===== src/rtl/fp_addsub_arbiter.sv =====
// Round-robin front end that shares one add_sub_fp unit among NumReq requesters.
// Resolves dynamic rounding, sequences start/done with a watchdog, and accumulates fflags.
module fp_addsub_arbiter #(
    parameter int unsigned Size          = 64,
    parameter int unsigned NumReq        = 2,
    parameter int unsigned TagWidth      = 4,
    parameter int unsigned TimeoutCycles = 64
) (
    input  logic                                              clk,
    input  logic                                              reset,
    input  logic [NumReq-1:0]                                 req_valid,
    output logic [NumReq-1:0]                                 req_ready,
    input  logic [NumReq*Size-1:0]                            req_a,
    input  logic [NumReq*Size-1:0]                            req_b,
    input  logic [NumReq-1:0]                                 req_sub,
    input  logic [NumReq*3-1:0]                               req_rm,
    input  logic [NumReq*TagWidth-1:0]                        req_tag,
    input  logic [2:0]                                        frm,
    output logic                                              resp_valid,
    input  logic                                              resp_ready,
    output logic [((NumReq > 1) ? $clog2(NumReq) : 1)-1:0]    resp_id,
    output logic [TagWidth-1:0]                               resp_tag,
    output logic [Size-1:0]                                   resp_result,
    output logic [4:0]                                        resp_flags,
    output logic                                              resp_error,
    output logic [4:0]                                        fflags_acc,
    input  logic                                              fflags_clear,
    output logic                                              busy,
    output logic                                              fpu_start,
    output logic                                              fpu_sub,
    output logic [2:0]                                        fpu_rm,
    output logic [Size-1:0]                                   fpu_a,
    output logic [Size-1:0]                                   fpu_b,
    input  logic [Size-1:0]                                   fpu_result,
    input  logic                                              fpu_invalid,
    input  logic                                              fpu_overflow,
    input  logic                                              fpu_underflow,
    input  logic                                              fpu_inexact,
    input  logic                                              fpu_done
);

    localparam int unsigned IdW = (NumReq > 1) ? $clog2(NumReq) : 1;
    localparam int unsigned WdW = $clog2(TimeoutCycles + 1);
    localparam logic [WdW-1:0] WdLast = WdW'(TimeoutCycles - 1);
    localparam logic [IdW-1:0] IdLast = IdW'(NumReq - 1);

    typedef enum logic [1:0] {
        S_IDLE,
        S_ISSUE,
        S_WAIT,
        S_RESP
    } state_e;

    state_e               state_q, state_d;
    logic [IdW-1:0]       ptr_q, ptr_d;
    logic [Size-1:0]      a_q, a_d;
    logic [Size-1:0]      b_q, b_d;
    logic                 sub_q, sub_d;
    logic [2:0]           rm_q, rm_d;
    logic [TagWidth-1:0]  tag_q, tag_d;
    logic [IdW-1:0]       id_q, id_d;
    logic [Size-1:0]      result_q, result_d;
    logic [4:0]           flags_q, flags_d;
    logic                 error_q, error_d;
    logic [WdW-1:0]       wdog_q, wdog_d;
    logic [4:0]           fflags_q, fflags_d;

    logic                 win_found;
    logic [IdW-1:0]       win_idx;
    logic [IdW-1:0]       cand_id;
    int unsigned          cand;
    logic                 hs_req;
    logic [2:0]           rm_req;
    logic [2:0]           rm_eff;
    logic                 rm_bad;

    // Search starts at the round-robin pointer and wraps; first valid requester wins.
    always_comb begin
        win_found = 1'b0;
        win_idx   = '0;
        cand      = 0;
        cand_id   = '0;
        for (int unsigned i = 0; i < NumReq; i++) begin
            cand = int'(ptr_q) + i;
            if (cand >= NumReq) begin
                cand = cand - NumReq;
            end
            cand_id = cand[IdW-1:0];
            if (!win_found && req_valid[cand_id]) begin
                win_found = 1'b1;
                win_idx   = cand_id;
            end
        end
    end

    always_comb begin
        hs_req    = (state_q == S_IDLE) && win_found && !reset;
        req_ready = '0;
        if (hs_req) begin
            req_ready[win_idx] = 1'b1;
        end
        rm_req = req_rm[win_idx*3 +: 3];
        rm_eff = (rm_req == 3'b111) ? frm : rm_req;
        rm_bad = (rm_eff > 3'b100);
    end

    always_comb begin
        state_d  = state_q;
        ptr_d    = ptr_q;
        a_d      = a_q;
        b_d      = b_q;
        sub_d    = sub_q;
        rm_d     = rm_q;
        tag_d    = tag_q;
        id_d     = id_q;
        result_d = result_q;
        flags_d  = flags_q;
        error_d  = error_q;
        wdog_d   = wdog_q;
        // Clear applies before any same-cycle accumulate.
        fflags_d = fflags_clear ? '0 : fflags_q;

        case (state_q)
            S_IDLE: begin
                if (hs_req) begin
                    a_d      = req_a[win_idx*Size +: Size];
                    b_d      = req_b[win_idx*Size +: Size];
                    sub_d    = req_sub[win_idx];
                    rm_d     = rm_eff;
                    tag_d    = req_tag[win_idx*TagWidth +: TagWidth];
                    id_d     = win_idx;
                    ptr_d    = (win_idx == IdLast) ? '0 : win_idx + 1'b1;
                    result_d = '0;
                    flags_d  = '0;
                    error_d  = rm_bad;
                    state_d  = rm_bad ? S_RESP : S_ISSUE;
                end
            end
            S_ISSUE: begin
                wdog_d  = '0;
                state_d = S_WAIT;
            end
            S_WAIT: begin
                if (fpu_done) begin
                    result_d = fpu_result;
                    flags_d  = {fpu_invalid, 1'b0, fpu_overflow, fpu_underflow, fpu_inexact};
                    state_d  = S_RESP;
                end else if (wdog_q == WdLast) begin
                    result_d = '0;
                    flags_d  = '0;
                    error_d  = 1'b1;
                    state_d  = S_RESP;
                end else begin
                    wdog_d = wdog_q + 1'b1;
                end
            end
            S_RESP: begin
                if (resp_ready) begin
                    if (!error_q) begin
                        fflags_d = fflags_d | flags_q;
                    end
                    state_d = S_IDLE;
                end
            end
            default: state_d = S_IDLE;
        endcase
    end

    always_ff @(posedge clk) begin
        if (reset) begin
            state_q  <= S_IDLE;
            ptr_q    <= '0;
            a_q      <= '0;
            b_q      <= '0;
            sub_q    <= 1'b0;
            rm_q     <= '0;
            tag_q    <= '0;
            id_q     <= '0;
            result_q <= '0;
            flags_q  <= '0;
            error_q  <= 1'b0;
            wdog_q   <= '0;
            fflags_q <= '0;
        end else begin
            state_q  <= state_d;
            ptr_q    <= ptr_d;
            a_q      <= a_d;
            b_q      <= b_d;
            sub_q    <= sub_d;
            rm_q     <= rm_d;
            tag_q    <= tag_d;
            id_q     <= id_d;
            result_q <= result_d;
            flags_q  <= flags_d;
            error_q  <= error_d;
            wdog_q   <= wdog_d;
            fflags_q <= fflags_d;
        end
    end

    assign busy        = (state_q != S_IDLE);
    assign fpu_start   = (state_q == S_ISSUE);
    assign resp_valid  = (state_q == S_RESP);
    assign fpu_a       = a_q;
    assign fpu_b       = b_q;
    assign fpu_sub     = sub_q;
    assign fpu_rm      = rm_q;
    assign resp_id     = id_q;
    assign resp_tag    = tag_q;
    assign resp_result = result_q;
    assign resp_flags  = flags_q;
    assign resp_error  = error_q;
    assign fflags_acc  = fflags_q;

endmodule

===== config.mk =====
export PLATFORM = sky130hd
export DESIGN_NAME = fp_addsub_arbiter
export DESIGN_NICKNAME = d
export VERILOG_FILES = /design/src/rtl/fp_addsub_arbiter.sv
export SDC_FILE = /design/constraint.sdc
export NUM_CORES = 1
export LEC_CHECK = 0
export CELL_PAD_IN_SITES_DETAIL_PLACEMENT = 2
export CELL_PAD_IN_SITES_GLOBAL_PLACEMENT = 2
export CORE_MARGIN = 8
export CORE_UTILIZATION = 20
export DETAILED_ROUTE_END_ITERATION = 12
export PLACE_DENSITY = 0.87
export SLEW_MARGIN = 20
export SYNTH_ARGS = -nofsm -noshare
export SYNTH_HDL_FRONTEND = slang
export SYNTH_SLANG_ARGS = --single-unit

===== constraint.sdc =====
create_clock -name clk -period 2 [get_ports clk]
set_input_delay 0.4 -clock clk [delete_from_list [all_inputs] [get_ports clk]]
set_output_delay 0.4 -clock clk [all_outputs]
set_load 0.005 [all_outputs]

==> results of run 1 <==
## per-layer routing
layer	vias to the layer above	GRT usage	wire length (um)
li1	4945	-	-
met1	5357	0.191	19900
met2	398	0.343	27400
met3	68	0.0649	4670
met4	2	0.0438	1270
met5	-	0	13
## layout make-up
class,instances,area (um2),share of cell area
multi-input cells,690,4580,0.267
clock buffers,43,828,0.0483
diodes,2,5.00,0.000292
flip-flops and latches,220,4410,0.257
clock inverters,9,128,0.00744
repair buffers,644,6410,0.374
well taps,607,759,0.0443
inverters,8,32.5,0.00190
## cells in the final DEF, fill, tap and decap left out, types with 3 or more instances in the layout
master	netlist	layout
sky130_fd_sc_hd__clkdlybuf4s50_1	0	556
sky130_fd_sc_hd__dfxtp_1	220	218
sky130_fd_sc_hd__nor2_1	142	141
sky130_fd_sc_hd__mux2i_1	114	114
sky130_fd_sc_hd__a211oi_1	108	105
sky130_fd_sc_hd__a21oi_1	80	80
sky130_fd_sc_hd__nand4_1	71	71
sky130_fd_sc_hd__buf_4	8	66
sky130_fd_sc_hd__o21ai_0	58	58
sky130_fd_sc_hd__clkbuf_16	0	29
sky130_fd_sc_hd__a222oi_1	24	24
sky130_fd_sc_hd__o21ai_1	16	16
sky130_fd_sc_hd__buf_12	0	14
sky130_fd_sc_hd__nand2_1	9	9
sky130_fd_sc_hd__clkbuf_1	65	9
sky130_fd_sc_hd__inv_1	8	6
sky130_fd_sc_hd__nand2b_1	6	6
sky130_fd_sc_hd__a211oi_2	3	6
sky130_fd_sc_hd__nor2b_1	7	6
sky130_fd_sc_hd__o211ai_1	5	5
sky130_fd_sc_hd__clkbuf_8	0	5
sky130_fd_sc_hd__o31ai_1	4	4
sky130_fd_sc_hd__nor3_1	4	4
sky130_fd_sc_hd__o2111ai_1	4	4
sky130_fd_sc_hd__nand3_1	3	3
sky130_fd_sc_hd__bufinv_16	0	3
sky130_fd_sc_hd__clkinv_2	0	3
sky130_fd_sc_hd__clkinvlp_4	0	3
## power groups by stage
stage	logic (mW)	registers [mW]	clock network, mW
2_1_floorplan	2.74	5.55	0
3_3_place_gp	6.36	5.49	0
5_1_grt	7.38	5.57	5.62
6_report	6.90	5.50	5.30
4_1_cts	6.94	5.49	5.47
3_5_place_dp	6.74	5.57	0
## through the flow
step | utilization | total power, mW
floorplan | - | 8.28
global placement | 0.346 | 11.9
detailed placement | 0.346 | 12.3
CTS | 0.368 | 17.9
global route | 0.368 | 18.6
finish | 0.368 | 17.7
## cells by family (layout without fill, tap and decap cells)
family / Yosys count / after routing
mux: 114 / 114
simple gates: 253 / 253
buf+inv: 117 / 704
compound gates: 314 / 314
xor+xnor: 1 / 1
flops: 220 / 220
fa+ha+maj: 6 / 6
other cells: 1 / 4
## how the worst max path moves through the flow
stage	from	endpoint	slack (ns)	cells past startpoint
CTS	state_q[0]	req_ready[0]	0.005	5
global placement	req_valid[1]	req_ready[0]	-0.19	5
global route	state_q[0]	req_ready[0]	-0.03	5
floorplan	state_q[0]	fpu_a[29]	0.21	8
finish	state_q[1]	req_ready[0]	0.03	5
detailed placement	req_valid[1]	fpu_a[27]	-0.36	9
## what timing repair did
| item | in CTS | in global routing |
|---|---|---|
| pin swaps | 2 | 0 |
| resized for setup | 28 | 6 |
| setup buffers | 2 | 2 |
| gates cloned | 0 | 0 |
| setup endpoints to repair | 20 | 41 |
## Yosys cell counts (2+ instances only)
master / instances
sky130_fd_sc_hd__buf_2: 26
sky130_fd_sc_hd__o21ai_0: 58
sky130_fd_sc_hd__a222oi_1: 24
sky130_fd_sc_hd__a211oi_2: 3
sky130_fd_sc_hd__buf_6: 7
sky130_fd_sc_hd__o31ai_1: 4
sky130_fd_sc_hd__clkbuf_1: 65
sky130_fd_sc_hd__o211ai_1: 5
sky130_fd_sc_hd__nand4_1: 71
sky130_fd_sc_hd__inv_1: 8
sky130_fd_sc_hd__o21ai_1: 16
sky130_fd_sc_hd__nor2_1: 142
sky130_fd_sc_hd__clkbuf_2: 2
sky130_fd_sc_hd__a21o_1: 2
sky130_fd_sc_hd__nor3_1: 4
sky130_fd_sc_hd__a211oi_1: 108
sky130_fd_sc_hd__a21oi_1: 80
sky130_fd_sc_hd__o2111ai_1: 4
sky130_fd_sc_hd__mux2i_1: 114
sky130_fd_sc_hd__o21a_1: 2
sky130_fd_sc_hd__nand3_1: 3
sky130_fd_sc_hd__ha_1: 6
sky130_fd_sc_hd__and2_1: 2
sky130_fd_sc_hd__nor2b_1: 7
sky130_fd_sc_hd__dfxtp_1: 220
sky130_fd_sc_hd__buf_4: 8
sky130_fd_sc_hd__and3_1: 3
sky130_fd_sc_hd__or3_1: 2
sky130_fd_sc_hd__nand2b_1: 6
sky130_fd_sc_hd__nand2_1: 9
## state kept, by name (all words and copies together) (netlist names)
signal and count:
fpu_sub 1, fpu_a 64, resp_id 1, resp_tag 4, wdog_q 7, ptr_q 1, resp_flags 4, state_q 2
fflags_acc 4, resp_error 1, fpu_rm 3, fpu_b 64, resp_result 64
==> impl_metrics.ini, run 1 <==
[floorplanning]
starting_density_of_the_core = 0.203
std_cell_rows = 79
die_outline_height_um = 233
io_pins = 567
floorplan.die.width_um = 233
die_area_um2 = 54500
core_region_area_um2 = 46600

[critical_path]
cpPeakStageDelay_ns = 0.32
cp_cell_sequence = inv_2 > ha_4 > nor2b_4 > and3_4 > buf_6
critical_path.endpoint_type = output port
cp_num_buf_inv = 2
worst_ep_required_time_ns = 1.60
worst_r2r_startpoint = state_q[1]
critPathArrivalTime_ns = 1.57
setup.reg_to_reg.worst_slack_ns = 0.09
crit_fanout = 4
worst-setup-path-type = reg -> out
cp_slowest_cell = sky130_fd_sc_hd__dfxtp_2
endpoint_of_the_worst_register_to_register_path = fpu_a[27]
critical-path-top-delay-family = simple AND/OR/NAND/NOR gates
start_kind = flip-flop
number_of_cells_traversed_by_the_worst_register_to_register_path = 9

[detailed_routing]
drt_iter0_markers = 389
drt_pass1_iterations = 10
route.detailed.vias_per_inst = 4.84
drt_wl_total_um = 53200
final_antenna_net_count = 0
detailroute.via_count = 10770
avgRoutedWirePerCell_um = 24.0
remaining_drc_errors = 0

[clocking]
tritoncts = done
cts.path.max_buffers = 3
cts-htree-levels = 1
clock_latency_ns = 0.56
clock_pin_slew_reported_for_the_worst_setup_and_hold_paths_after_clock_tree_synthesis_ns = 0.06
post_cts_hold_buffer_count = 0
cts_root_buf = sky130_fd_sc_hd__clkbuf_16
cts.sinks = 220
clock_buffer_count_from_cts = 28

[power]
total_leakage_power_nw = 6.50
vdd_ir_drop_max_mv = 0.804
internal_power_mw = 11.7
total_switching_power_mw = 5.98
pwr-share-clk = 0.300
proportion_of_total_power_due_to_net_switching = 0.338
seq_power_share = 0.311
power_per_standard_cell_area_nw_per_um2 = 1030
combinational_power_share = 0.390

[min_path]
hold-path-endpoint = resp_error
worstHoldStart = reset
min_delay_path_depth = 2
hold_path.class = in -> reg

[cells_and_area]
fillers = 5000
final_cell_area_um2 = 17200
flow.area_growth_from_synthesis_pct = 81.5
drive_gt1_frac = 0.0942
design.final.nets = 1948
instances_no_fill = 2223

[placement]
placement.io_buffers = 564
place_area_um2 = 16100
place.gp.congestion = 0.842
detailedPlacementHpwl_um = 40300
dpl_worst_slack_ns = -0.355
numPlacedInstances = 2165

[synthesis]
synth_area_leaders = sky130_fd_sc_hd__dfxtp_1, sky130_fd_sc_hd__mux2i_1, sky130_fd_sc_hd__a211oi_1
share_of_async_settable_or_async_resettable_flops_after_synthesis = 0
synth_largest_type_area_fraction = 0.466
yosysSeqAreaShare = 0.466
synth_compound_area_frac = 0.218
cell_type_contributing_the_most_total_cell_area_after_synthesis = sky130_fd_sc_hd__dfxtp_1
synth_simple_gate_area_share = 0.127
avgSynthCellArea_um2 = 9.21
synth_fa_ha_area_frac = 0.00794
synth_cell_types = 45
yosys-mux-area-fraction = 0.121
share_of_the_synthesized_netlist_area_taken_by_xor_and_xnor_gates = 0.000927
post_synth_inst_count = 1026
synthFlopType = sky130_fd_sc_hd__dfxtp_1
synth_enable_flop_cells = 0
synth-seq-cells = 220
ys.warnings.count = 0
synth_top_family_by_area = compound AO/OA/AOI/OAI gates
synthesis.area_um2 = 9450

[sta]
max_clock_freq_ghz = 0.508
unrepaired_setup_endpoints_after_global_routing = yes
skew_ns = 0.0184
fin_crit_ns = 1.97
timing.slew.headroom = 0.545
hold-worst-slack_ns = 0.0529
worst_slack_ns = 0.0332
setup_viol_count_final = 0
totalNegativeSetupSlack_ns = 0
final_hold_viol_count = 0
worstMarginPinSlew_ns = 0.682
tcrit_tclk_final = 0.983
final_max_slew_viol_count = 0

[global_routing]
grt_start_max_net_pins = 118
grt_first_pass_wirelength_um = 78300
groute.usage.overall = 0.183
grt.overflow.total = 0
antenna_violations_before_repair = 1
via_count_of_the_first_global_routing_pass = 12238

[flow_run]
drv.max_cap_violation_count = 0

[run_status]
status = finished, final reports clean
Power figures use the tool's default switching activity.
==> run 2, diff against run 1 <==
- CORE_MARGIN: 8 -> 2
- TNS_END_PERCENT: not set -> 10
==> impl_metrics.ini, run 2 (synthesis gave the netlist of run 1 again) <==
[cells_and_area]
flow.area_growth_from_synthesis_pct = 81.9
most_common_library_cell_in_the_layout_ignoring_fill_and_taps = sky130_fd_sc_hd__clkdlybuf4s50_1
final_cell_mix = sky130_fd_sc_hd__clkdlybuf4s50_1, sky130_fd_sc_hd__dfxtp_1, sky130_fd_sc_hd__nor2_1
drive_gt1_frac = 0.0925
postLayoutCoreUtil = 0.369
instances_no_fill = 2224
design.final.nets = 1948
fillers = 5024

[sta]
fin_crit_ns = 1.99
totalNegativeSetupSlack_ns = 0
max_clock_freq_ghz = 0.502
timing.slew.headroom = 0.568
unrepaired_setup_endpoints_after_global_routing = yes
final_hold_viol_count = 0
hold-worst-slack_ns = 0.244
setup_viol_count_final = 0
final_max_slew_viol_count = 0
worstMarginPinSlew_ns = 0.649
tcrit_tclk_final = 0.995
skew_ns = 0.0112

[clocking]
cts.path.max_buffers = 3
cts.sinks = 220
cts_root_buf = sky130_fd_sc_hd__clkbuf_16
clock_buffer_count_from_cts = 29
clock_latency_ns = 0.55
cts-htree-levels = 1
clock_pin_slew_reported_for_the_worst_setup_and_hold_paths_after_clock_tree_synthesis_ns = 0.06
post_cts_hold_buffer_count = 0
tritoncts = done

[placement]
place.gp.congestion = 0.816
numPlacedInstances = 2164
placement.io_buffers = 564
detailedPlacementHpwl_um = 38300

[global_routing]
groute.usage.overall = 0.197
grt_first_pass_wirelength_um = 76100
grt_start_max_net_pins = 106
antenna_violations_before_repair = 9
grt.overflow.total = 0
via_count_of_the_first_global_routing_pass = 12187

[floorplanning]
std_cell_rows = 79
floorplan.die.width_um = 221
die_outline_height_um = 221
core_region_area_um2 = 46600
io_pins = 567
starting_density_of_the_core = 0.203
die_area_um2 = 49000

[critical_path]
worst_ep_required_time_ns = 1.60
critical_path.endpoint_type = output port
start_kind = flip-flop
crit_fanout = 4
critPathArrivalTime_ns = 1.59
worst-setup-path-type = reg -> out

[detailed_routing]
detailroute.via_count = 10780
drt_iter0_markers = 434
drt_wl_total_um = 51000
route.detailed.vias_per_inst = 4.85
remaining_drc_errors = 0
avgRoutedWirePerCell_um = 22.9
drt_pass1_iterations = 11
final_antenna_net_count = 0

[power]
total_switching_power_mw = 5.89
total_leakage_power_nw = 6.50
seq_power_share = 0.315
internal_power_mw = 11.6
pwr-share-clk = 0.295
proportion_of_total_power_due_to_net_switching = 0.336
power_per_standard_cell_area_nw_per_um2 = 1020
vdd_ir_drop_max_mv = 0.617
combinational_power_share = 0.390

[run_status]
status = finished, final reports clean

[flow_run]
drv.max_cap_violation_count = 0

[min_path]
hold_path.class = in -> reg
run 2: cell types whose count changed in the layout (fill, tap and decap cells not counted), moves of 3 or more:
cell / before / now
sky130_fd_sc_hd__clkinvlp_4: 3 / 0
sky130_fd_sc_hd__diode_2: 2 / 6
sky130_fd_sc_hd__buf_12: 14 / 18
sky130_fd_sc_hd__buf_4: 66 / 59
run 2: layer usage:
layer	GRT usage	wire length, um
met2	0.367	26400
met4	0.0710	1920
met1	0.205	18800
met5	0	23
met3	0.0641	3800
run 2: area by class of cell:
| type | count | area [um2] | area share |
|---|---|---|---|
| clock inverter | 5 | 75.1 | 0.00437 |
| antenna | 6 | 15.0 | 0.000873 |
| multi-input combinational | 690 | 4580 | 0.266 |
| inverter | 8 | 30.0 | 0.00175 |
| tap | 607 | 759 | 0.0442 |
| clock buffer | 45 | 856 | 0.0498 |
| timing repair buffer | 643 | 6470 | 0.376 |
| sequential | 220 | 4410 | 0.256 |
run 2: what timing repair did:
action,CTS,global route
endpoints found under the setup margin,26,70
pin swaps,3,1
setup buffers,3,0
cloned,0,1
gates resized for setup,29,7
run 2: path summary, 6_finish.rpt:
check,start,end,slack [ns],cells after the start
hold / removal,reset,wdog_q[1],0.24,3
setup reg to reg,state_q[0],wdog_q[5],0.10,8
hold reg to reg,wdog_q[6],wdog_q[6],0.45,1
setup / recovery,state_q[0],req_ready[0],0.01,5
run 2: critical path, stage by stage (launching register included):
cell and delay (ns):
sky130_fd_sc_hd__dfxtp_2 0.32, sky130_fd_sc_hd__inv_2 0.08, sky130_fd_sc_hd__ha_4 0.18, sky130_fd_sc_hd__nor2b_4 0.17, sky130_fd_sc_hd__and3_4 0.20, sky130_fd_sc_hd__buf_6 0.09
run 2: power by group through the flow:
stage                     logic, mW  clock network [mW]  registers [mW]
after detailed placement       6.67                   0            5.60
after global routing           7.36                5.54            5.59
after CTS                      6.85                5.35            5.52
after floorplan                2.74                   0            5.55
final                          6.84                5.18            5.52
after global placement         6.33                   0            5.51
run 2: stage by stage:
stage          power, mW  worst slack (ns)  area, um2
2_1_floorplan       8.28             0.213       9450
3_3_place_gp        11.8            -0.203      16100
3_5_place_dp        12.3            -0.302      16100
4_1_cts             17.7           -0.0134      17100
5_1_grt             18.5           -0.0896      17200
6_report            17.5           0.00974      17200
